**src/rtl/traffic_sensor_conditioner_pkg.sv**
```systemverilog
// Shared traffic-controller types: light/pedestrian encodings, debounce FSM states
// and the default debounce window.
package traffic_sensor_conditioner_pkg;

  localparam int unsigned DEBOUNCE_CYCLES_DEFAULT = 32'd8;
  localparam int unsigned DEBOUNCE_CNT_W          = 32'd8;

  typedef enum logic [1:0] {
    LIGHT_RED    = 2'd0,
    LIGHT_YELLOW = 2'd1,
    LIGHT_GREEN  = 2'd2
  } light_e;

  typedef enum logic [1:0] {
    PED_DONT_WALK = 2'd0,
    PED_WALK      = 2'd1,
    PED_FLASH     = 2'd2
  } ped_e;

  typedef enum logic [1:0] {
    DB_STABLE_LOW  = 2'd0,
    DB_CHECK_HIGH  = 2'd1,
    DB_STABLE_HIGH = 2'd2,
    DB_CHECK_LOW   = 2'd3
  } db_state_e;

  // The accepted level only changes once a CHECK state completes its window.
  function automatic logic db_level(input db_state_e s);
    return (s == DB_STABLE_HIGH) || (s == DB_CHECK_LOW);
  endfunction

endpackage

```
**src/rtl/traffic_sensor_conditioner_if.sv**
```systemverilog
// Sensor-side bundle: raw sensor inputs and ack from the light controller in,
// conditioned requests out.
interface traffic_sensor_conditioner_if;

  logic car_ns_raw;
  logic car_ew_raw;
  logic ped_raw;
  logic ped_ack;
  logic car_ns;
  logic car_ew;
  logic ped;

  modport master (
    output car_ns_raw, car_ew_raw, ped_raw, ped_ack,
    input  car_ns, car_ew, ped
  );

  modport slave (
    input  car_ns_raw, car_ew_raw, ped_raw, ped_ack,
    output car_ns, car_ew, ped
  );

endinterface

```
**src/rtl/traffic_sensor_conditioner_debounce_channel.sv**
```systemverilog
// One sensor channel: 2-flop synchronizer followed by a four-state debounce FSM
// that accepts a level only after DEBOUNCE_CYCLES consecutive matching samples.
module debounce_channel
  import traffic_sensor_conditioner_pkg::*;
#(
  parameter int unsigned DEBOUNCE_CYCLES = DEBOUNCE_CYCLES_DEFAULT
) (
  input  logic clk,
  input  logic rst,
  input  logic raw_i,
  output logic level_o,
  output logic rise_o
);

  localparam logic [DEBOUNCE_CNT_W-1:0] CNT_LAST = DEBOUNCE_CNT_W'(DEBOUNCE_CYCLES - 32'd1);

  logic                      sync1_q;
  logic                      sync2_q;
  db_state_e                 state_q;
  db_state_e                 state_d;
  logic [DEBOUNCE_CNT_W-1:0] cnt_q;
  logic [DEBOUNCE_CNT_W-1:0] cnt_d;

  always_ff @(posedge clk or negedge rst) begin
    if (!rst) begin
      sync1_q <= 1'b0;
      sync2_q <= 1'b0;
    end else begin
      sync1_q <= raw_i;
      sync2_q <= sync1_q;
    end
  end

  always_ff @(posedge clk or negedge rst) begin
    if (!rst) begin
      state_q <= DB_STABLE_LOW;
      cnt_q   <= '0;
    end else begin
      state_q <= state_d;
      cnt_q   <= cnt_d;
    end
  end

  // A mismatching sample during a CHECK state abandons the window, so cnt never wraps.
  always_comb begin
    state_d = state_q;
    cnt_d   = cnt_q;
    case (state_q)
      DB_STABLE_LOW: begin
        if (sync2_q) begin
          state_d = DB_CHECK_HIGH;
          cnt_d   = DEBOUNCE_CNT_W'(1);
        end else begin
          cnt_d   = '0;
        end
      end
      DB_CHECK_HIGH: begin
        if (!sync2_q) begin
          state_d = DB_STABLE_LOW;
          cnt_d   = '0;
        end else if (cnt_q == CNT_LAST) begin
          state_d = DB_STABLE_HIGH;
          cnt_d   = '0;
        end else begin
          cnt_d   = cnt_q + DEBOUNCE_CNT_W'(1);
        end
      end
      DB_STABLE_HIGH: begin
        if (!sync2_q) begin
          state_d = DB_CHECK_LOW;
          cnt_d   = DEBOUNCE_CNT_W'(1);
        end else begin
          cnt_d   = '0;
        end
      end
      DB_CHECK_LOW: begin
        if (sync2_q) begin
          state_d = DB_STABLE_HIGH;
          cnt_d   = '0;
        end else if (cnt_q == CNT_LAST) begin
          state_d = DB_STABLE_LOW;
          cnt_d   = '0;
        end else begin
          cnt_d   = cnt_q + DEBOUNCE_CNT_W'(1);
        end
      end
      default: begin
        state_d = DB_STABLE_LOW;
        cnt_d   = '0;
      end
    endcase
  end

  assign level_o = db_level(state_q);
  // Leaving CHECK_LOW back to STABLE_HIGH is not a rise; only a 0->1 level change counts.
  assign rise_o  = !db_level(state_q) && db_level(state_d);

endmodule

```
**src/rtl/traffic_sensor_conditioner.sv**
```systemverilog
// Conditions the N/S, E/W and pedestrian sensors; define PED_LATCH_EN to hold a
// pedestrian request until the light controller acknowledges it.
module traffic_sensor_conditioner
  import traffic_sensor_conditioner_pkg::*;
#(
  parameter int unsigned DEBOUNCE_CYCLES = DEBOUNCE_CYCLES_DEFAULT
) (
  input logic                          clk,
  input logic                          rst,
  traffic_sensor_conditioner_if.slave  bus
);

  logic ns_level;
  logic ew_level;
  logic ped_level;
  logic ns_rise_unused;
  logic ew_rise_unused;
  logic ped_rise;

  debounce_channel #(.DEBOUNCE_CYCLES(DEBOUNCE_CYCLES)) u_ns (
    .clk     (clk),
    .rst     (rst),
    .raw_i   (bus.car_ns_raw),
    .level_o (ns_level),
    .rise_o  (ns_rise_unused)
  );

  debounce_channel #(.DEBOUNCE_CYCLES(DEBOUNCE_CYCLES)) u_ew (
    .clk     (clk),
    .rst     (rst),
    .raw_i   (bus.car_ew_raw),
    .level_o (ew_level),
    .rise_o  (ew_rise_unused)
  );

  debounce_channel #(.DEBOUNCE_CYCLES(DEBOUNCE_CYCLES)) u_ped (
    .clk     (clk),
    .rst     (rst),
    .raw_i   (bus.ped_raw),
    .level_o (ped_level),
    .rise_o  (ped_rise)
  );

  assign bus.car_ns = ns_level;
  assign bus.car_ew = ew_level;

`ifdef PED_LATCH_EN
  logic ped_latch_q;
  logic ped_latch_d;

  // A fresh press wins over a coincident ack so the new request is not lost.
  always_comb begin
    ped_latch_d = ped_latch_q;
    if (ped_rise) begin
      ped_latch_d = 1'b1;
    end else if (bus.ped_ack) begin
      ped_latch_d = 1'b0;
    end else begin
      ped_latch_d = ped_latch_q;
    end
  end

  always_ff @(posedge clk or negedge rst) begin
    if (!rst) begin
      ped_latch_q <= 1'b0;
    end else begin
      ped_latch_q <= ped_latch_d;
    end
  end

  assign bus.ped = ped_latch_q;
`else
  logic ped_unused;
  assign ped_unused = ^{bus.ped_ack, ped_rise};
  assign bus.ped    = ped_level;
`endif

endmodule

```
**src/flat_wrapper.sv**
```systemverilog
// flat-port wrapper written by rule: the top's interface ports become plain ports
module traffic_sensor_conditioner_flat import traffic_sensor_conditioner_pkg::*;
#(
  parameter int unsigned DEBOUNCE_CYCLES = DEBOUNCE_CYCLES_DEFAULT
)
  (clk, rst, bus_car_ns_raw, bus_car_ew_raw, bus_ped_raw, bus_ped_ack, bus_car_ns, bus_car_ew, bus_ped);
  traffic_sensor_conditioner_if bus_i ();
  input logic clk;
  input logic rst;
  input wire logic [$bits(bus_i.car_ns_raw)-1:0] bus_car_ns_raw;
  input wire logic [$bits(bus_i.car_ew_raw)-1:0] bus_car_ew_raw;
  input wire logic [$bits(bus_i.ped_raw)-1:0] bus_ped_raw;
  input wire logic [$bits(bus_i.ped_ack)-1:0] bus_ped_ack;
  output wire logic [$bits(bus_i.car_ns)-1:0] bus_car_ns;
  output wire logic [$bits(bus_i.car_ew)-1:0] bus_car_ew;
  output wire logic [$bits(bus_i.ped)-1:0] bus_ped;
  assign bus_i.car_ns_raw = bus_car_ns_raw;
  assign bus_i.car_ew_raw = bus_car_ew_raw;
  assign bus_i.ped_raw = bus_ped_raw;
  assign bus_i.ped_ack = bus_ped_ack;
  assign bus_car_ns = bus_i.car_ns;
  assign bus_car_ew = bus_i.car_ew;
  assign bus_ped = bus_i.ped;
  traffic_sensor_conditioner #(.DEBOUNCE_CYCLES(DEBOUNCE_CYCLES)) u_core (.clk(clk), .rst(rst), .bus(bus_i));
endmodule
```
**config.mk**
```make
export PLATFORM = sky130hd
export DESIGN_NAME = traffic_sensor_conditioner_flat
export DESIGN_NICKNAME = d
export VERILOG_FILES = /design/src/rtl/traffic_sensor_conditioner_pkg.sv /design/src/rtl/traffic_sensor_conditioner_if.sv /design/src/rtl/traffic_sensor_conditioner_debounce_channel.sv /design/src/rtl/traffic_sensor_conditioner.sv /design/src/flat_wrapper.sv
export SDC_FILE = /design/constraint.sdc
export NUM_CORES = 1
export LEC_CHECK = 0
export ABC_AREA = 1
export ABC_CLOCK_PERIOD_IN_PS = 2600
export CAP_MARGIN = 20
export CORE_ASPECT_RATIO = 0.6
export CORE_MARGIN = 2
export CORE_UTILIZATION = 55
export DETAILED_ROUTE_END_ITERATION = 16
export GPL_TIMING_DRIVEN = 0
export PLACE_DENSITY = 0.79
export SYNTH_ARGS = -nofsm -noshare
export SYNTH_HDL_FRONTEND = slang
export SYNTH_SLANG_ARGS = --single-unit
```
**constraint.sdc**
```tcl
create_clock -name clk -period 2.6 [get_ports clk]
set_input_delay 0.52 -clock clk [delete_from_list [all_inputs] [get_ports clk]]
set_output_delay 0.52 -clock clk [all_outputs]
set_load 0.1 [all_outputs]
```
Yosys cells after proc, flatten, opt, wreduce, memory -nomap -nowiden
Index checks and enable logic that the tools add are counted.

Register bits: 36. Bits of input ports: 6. Output and inout bits: 3.

Add/sub/neg operators: 3. Eq/ne operators: 24. Mux-type cells: 39. Reductions and logical operators: 9.

Operators by type and width (number): one-hot mux 8 bit (4 select lines) (3); two-way mux 8 bit (9); two-way mux 2 bit (18); adder 8 x 1 -> 8 bit (second input constant) (3); == test 8 x 3 -> 1 bit (second input constant) (3); one-hot mux 2 bit (4 select lines) (3); != test 3 bit (second input constant) (6); == test 2 bit (second input constant) (6); != test 2 bit (second input constant) (6); AND reduction 4 bit (3); == test 2 x 1 -> 1 bit (second input constant) (3); logical NOT 2 bit (3); two-way mux 1 bit (6); logical OR 1 bit (3).

Longest topological paths before layout
Word-level depth: 4. Gate-level depth with buffers: 7. Depth with buffers taken out: 7.

Modules after synthesis
From an unflattened synthesis, not the netlist that was laid out.

Cells, all modules: 225. Area, all modules: 1786.7 µm².

Modules (own cells, without submodules): debounce_channel (instances 3, cells each 75, area each 595.6 µm²).

Worst setup path after synthesis
Ideal clock, no wire load.

Path type: flip-flop to output port. From: reg with a tool-made name. To: out bus_ped. Data arrival time: 1256 ps. Slack: 824 ps. Stages on the path, launching flop included: 2. Buffers on the path: 1. Path through: dfrtp_1 -> clkbuf_1.

RTL lines: end: declaration (RTL line flat_wrapper.sv:16) `output wire logic [$bits(bus_i.ped)-1:0] bus_ped;`.

==> key figures <==
Critical path
  • Critical Path Source Type: flip-flop
  • Cells on worst reg2reg path: 6
  • Critical path depth in cells: 2
  • Critical path's top delay family: buffers and inverters
  • CP endpoint: bus_ped
  • Crit path max fanout: 4
  • CP arrival: 1.95 ns
  • Slowest cell on the critical path: clkdlybuf4s50_1
  • Internal reg-to-reg setup slack: 1.20 ns
  • CP endpoint kind: output port
  • Worst reg2reg path endpoint: u_core.u_ew.cnt_q[3]
  • Crit path kind: reg2out
  • RR Startpoint: u_core.u_ew.cnt_q[0]
  • CP cell instances: clkbuf_1 -> clkdlybuf4s50_1
  • Slowest stage delay, CP: around 1.1 ns
  • CP required: 2.08 ns
  • Buffers plus inverters on the worst setup path: 2

Route
  • DRT antenna net count: 0
  • Drt pass-1 iters: 4
  • Remaining DRCs: 0
  • Via count: ~1300
  • Post-DR wirelength/cell: about 12 um
  • DR iter-0 viols: between 60 and 70
  • Via/cell ratio: 5.052
  • Detailed Route WL: 2.898 mm

Timing
  • Post-route clock period utilization: 95.14%
  • Fmax: 404.3 MHz
  • Worst Tran Pin Value: 0.9720 ns
  • Setup violations, final: 0
  • RSZ-0062 raised after global routing: no
  • Final hold violations: 0
  • Max Clock Skew: 0.002975 ns
  • Slew HR: 34.99%
  • Setup TNS: 0 ns
  • Min Tclk post-route: between 2 and 2.5 ns
  • Setup slack after layout: 0.1263 ns
  • Max-slew violations: 0

Layout
  • Share of cells above drive strength 1: 12.38%
  • Top flop regs: u_core.u_ew.cnt_q: 8 flops, u_core.u_ns.cnt_q: 8 flops, u_core.u_ped.cnt_q: 8 flops
  • FF+latch area: 900.9 um^2
  • Fin nets: 220
  • Area of the multi-input gates: 711.9 um^2
  • Filler cells: ~240
  • Area growth from synthesis to layout: 12.37%
  • Fin area: 0.001943 mm^2
  • # diodes: 0

Synth
  • FF+latch count, synth: 36
  • Synth area leader: dfrtp_1
  • Sequential element share of the synthesized area: a little over half
  • Post-Synth Adder-Cell Area: under 10%
  • Largest family of logic cells by synthesized area: simple AND/OR/NAND/NOR gates
  • Asr flop ratio synth: 100.0%
  • Post-Syn Instances: 196
  • Post-synthesis cell type count: 25
  • Syn Std Cell Area: about 0.0017 mm^2
  • Complex-gate fraction of the synthesized area: under 10%
  • Top cell type's share of synthesized area: ~52%
  • Simple-gate share of the synthesized area: between 20% and 30%
  • XOR/XNOR Fraction of Synth Area: 3.980%
  • Synth Net Count: slightly above 200
  • Synth Flop Type: dfrtp_1
  • Synth area leaders: dfrtp_1 (52%), nand2_1 (7.8%), nor2_1 (6.1%)
  • Avg Cell Area, Syn: 8.822 um^2
  • Post-synthesis mux area share: 0%
  • Post-synth EDFFs: 0
  • Yosys Warn Count: 0

Clock tree
  • CTS Buf Count: 5
  • Num Clock Sinks: 36
  • Clock buffer depth: 2
  • Resize count post-CTS: 0
  • Skew-Pair Late Insertion Delay: between 0.2 and 0.3 ns
  • Hold_buf cts: 0
  • Clock slew at reported path FFs: 0.06 ns
  • TritonCTS clock tree: built
  • H-tree depth: 2
  • Setup repair bufs after CTS: 0
  • Clk root buf: clkbuf_8

Die
  • Ports: 9
  • Initial Util: 59.06%
  • Die footprint: 0.003623 mm^2
  • Core area: 0.002928 mm^2
  • Row count: 15
  • Die X: between 70 and 80 um
  • Die Y: 47.43 um

Place
  • Placer Congestion: 0.8635
  • IO Port Bufs: 7
  • Placement Setup Slack: 0.4388 ns
  • Placed instance area: 0.001847 mm^2
  • Post-DP HPWL: approximately 2.1 mm

Power
  • Pwr dens: 543.8 mW/mm^2
  • Max rail drop VDD: around 0.00033 V
  • Leak: 0.8696 nW

Global routing
  • Initial antenna violation count: 0
  • Vias in the first global route: 1155
  • GRT Util Overall: 17.74%
  • Pin count of the biggest net entering global routing: 37
  • GRT Residual Overflow: 0
  • Global-route wire length before repair: between 4 and 5 mm

Min path
  • Hold WC Path Type: in2async

Status
  • Status: finished, final reports clean

Run
  • Maxcap violations: 0
==> per-layer routing <==
| metal | vias to the layer above | track usage (%) | wire length (um) |
|---|---|---|---|
| li1 | 643 | - | - |
| met1 | 592 | 22.56 | 1342 |
| met2 | 36 | 29.03 | 1359 |
| met3 | 2 | 5.660 | 174 |
| met4 | 0 | 8.727 | 21 |
| met5 | - | 0 | 0 |
==> stage by stage <==
| stage | total power, mW | hold slack (ns) | cells | util (%) |
|---|---|---|---|---|
| 2_1_floorplan | 0.6263 | 0.2244 | 196 | - |
| 3_3_place_gp | 0.6484 | 0.3361 | 245 | 63.25 |
| 3_5_place_dp | 0.6511 | 0.3373 | 245 | 63.08 |
| 4_1_cts | 1.071 | 0.3302 | 252 | 66.37 |
| 5_1_grt | 1.102 | 0.3588 | 252 | 66.37 |
| 6_report | 1.057 | 0.3007 | 252 | 66.37 |
==> cell families (layout without fill, tap and decap cells) <==
kind of cell | Yosys count | after routing
AO/OA/AOI/OAI | 21 | 21
XOR/XNOR | 7 | 7
adder cells (fa/ha/maj) | 4 | 4
AND/OR/NAND/NOR | 97 | 97
buffers and inverters | 31 | 45
flip-flops | 36 | 36
==> cells in the final DEF (no fill, tap or decap) <==
| master | instances |
|---|---|
| a21oi_1 | 9 |
| a21oi_4 | 1 |
| buf_2 | 1 |
| clkbuf_1 | 3 |
| clkbuf_8 | 7 |
| clkdlybuf4s50_1 | 6 |
| dfrtp_1 | 36 |
| ha_1 | 4 |
| inv_1 | 26 |
| inv_2 | 2 |
| nand2_1 | 36 |
| nand2_2 | 3 |
| nand3_1 | 15 |
| nand3_2 | 2 |
| nand3b_1 | 1 |
| nand4_1 | 2 |
| nor2_1 | 28 |
| nor2_2 | 2 |
| nor3_1 | 3 |
| nor3_2 | 4 |
| nor3b_2 | 1 |
| o211ai_4 | 1 |
| o21ai_0 | 8 |
| o21ai_2 | 1 |
| o21bai_1 | 1 |
| xnor2_1 | 2 |
| xor2_1 | 4 |
| xor2_2 | 1 |
==> synthesized netlist by cell type, types with 2 or more instances <==
cell and number:
dfrtp_1 36, nand2_1 36, nor2_1 28, inv_1 26
nand3_1 15, a21oi_1 9, o21ai_0 8, ha_1 4
nor3_2 4, xor2_1 4, clkbuf_1 3, nand2_2 3
nor3_1 3, inv_2 2, nand3_2 2, nand4_1 2
nor2_2 2, xnor2_1 2
==> report_power, final <==
group	switching, mW	internal [mW]	total (mW)	leakage [nW]
logic	0.0352	0.0190	0.0541	0.344
registers	0.0122	0.574	0.586	0.475
clock network	0.181	0.236	0.416	0.0503
total	0.228	0.828	1.06	0.870
==> how the worst min path moves through the flow <==
stage | to | depth (start not counted)
final | u_core.u_ped.cnt_q[6] | 1
after global routing | u_core.u_ped.cnt_q[6] | 1
after CTS | u_core.u_ped.cnt_q[6] | 1
after detailed placement | u_core.u_ns.sync2_q | 0
after global placement | u_core.u_ew.sync2_q | 0
after floorplan | async pin | 0
==> area by class of cell <==
cell class,count,area share (%)
inverters,28,5.409
multi-input cells,129,36.64
clock buffers,7,4.958
flip-flops and latches,36,46.36
plain buffers,3,0.5795
well taps,42,2.704
repair buffers,7,3.348
No activity file was read; power rests on OpenSTA's default activity.
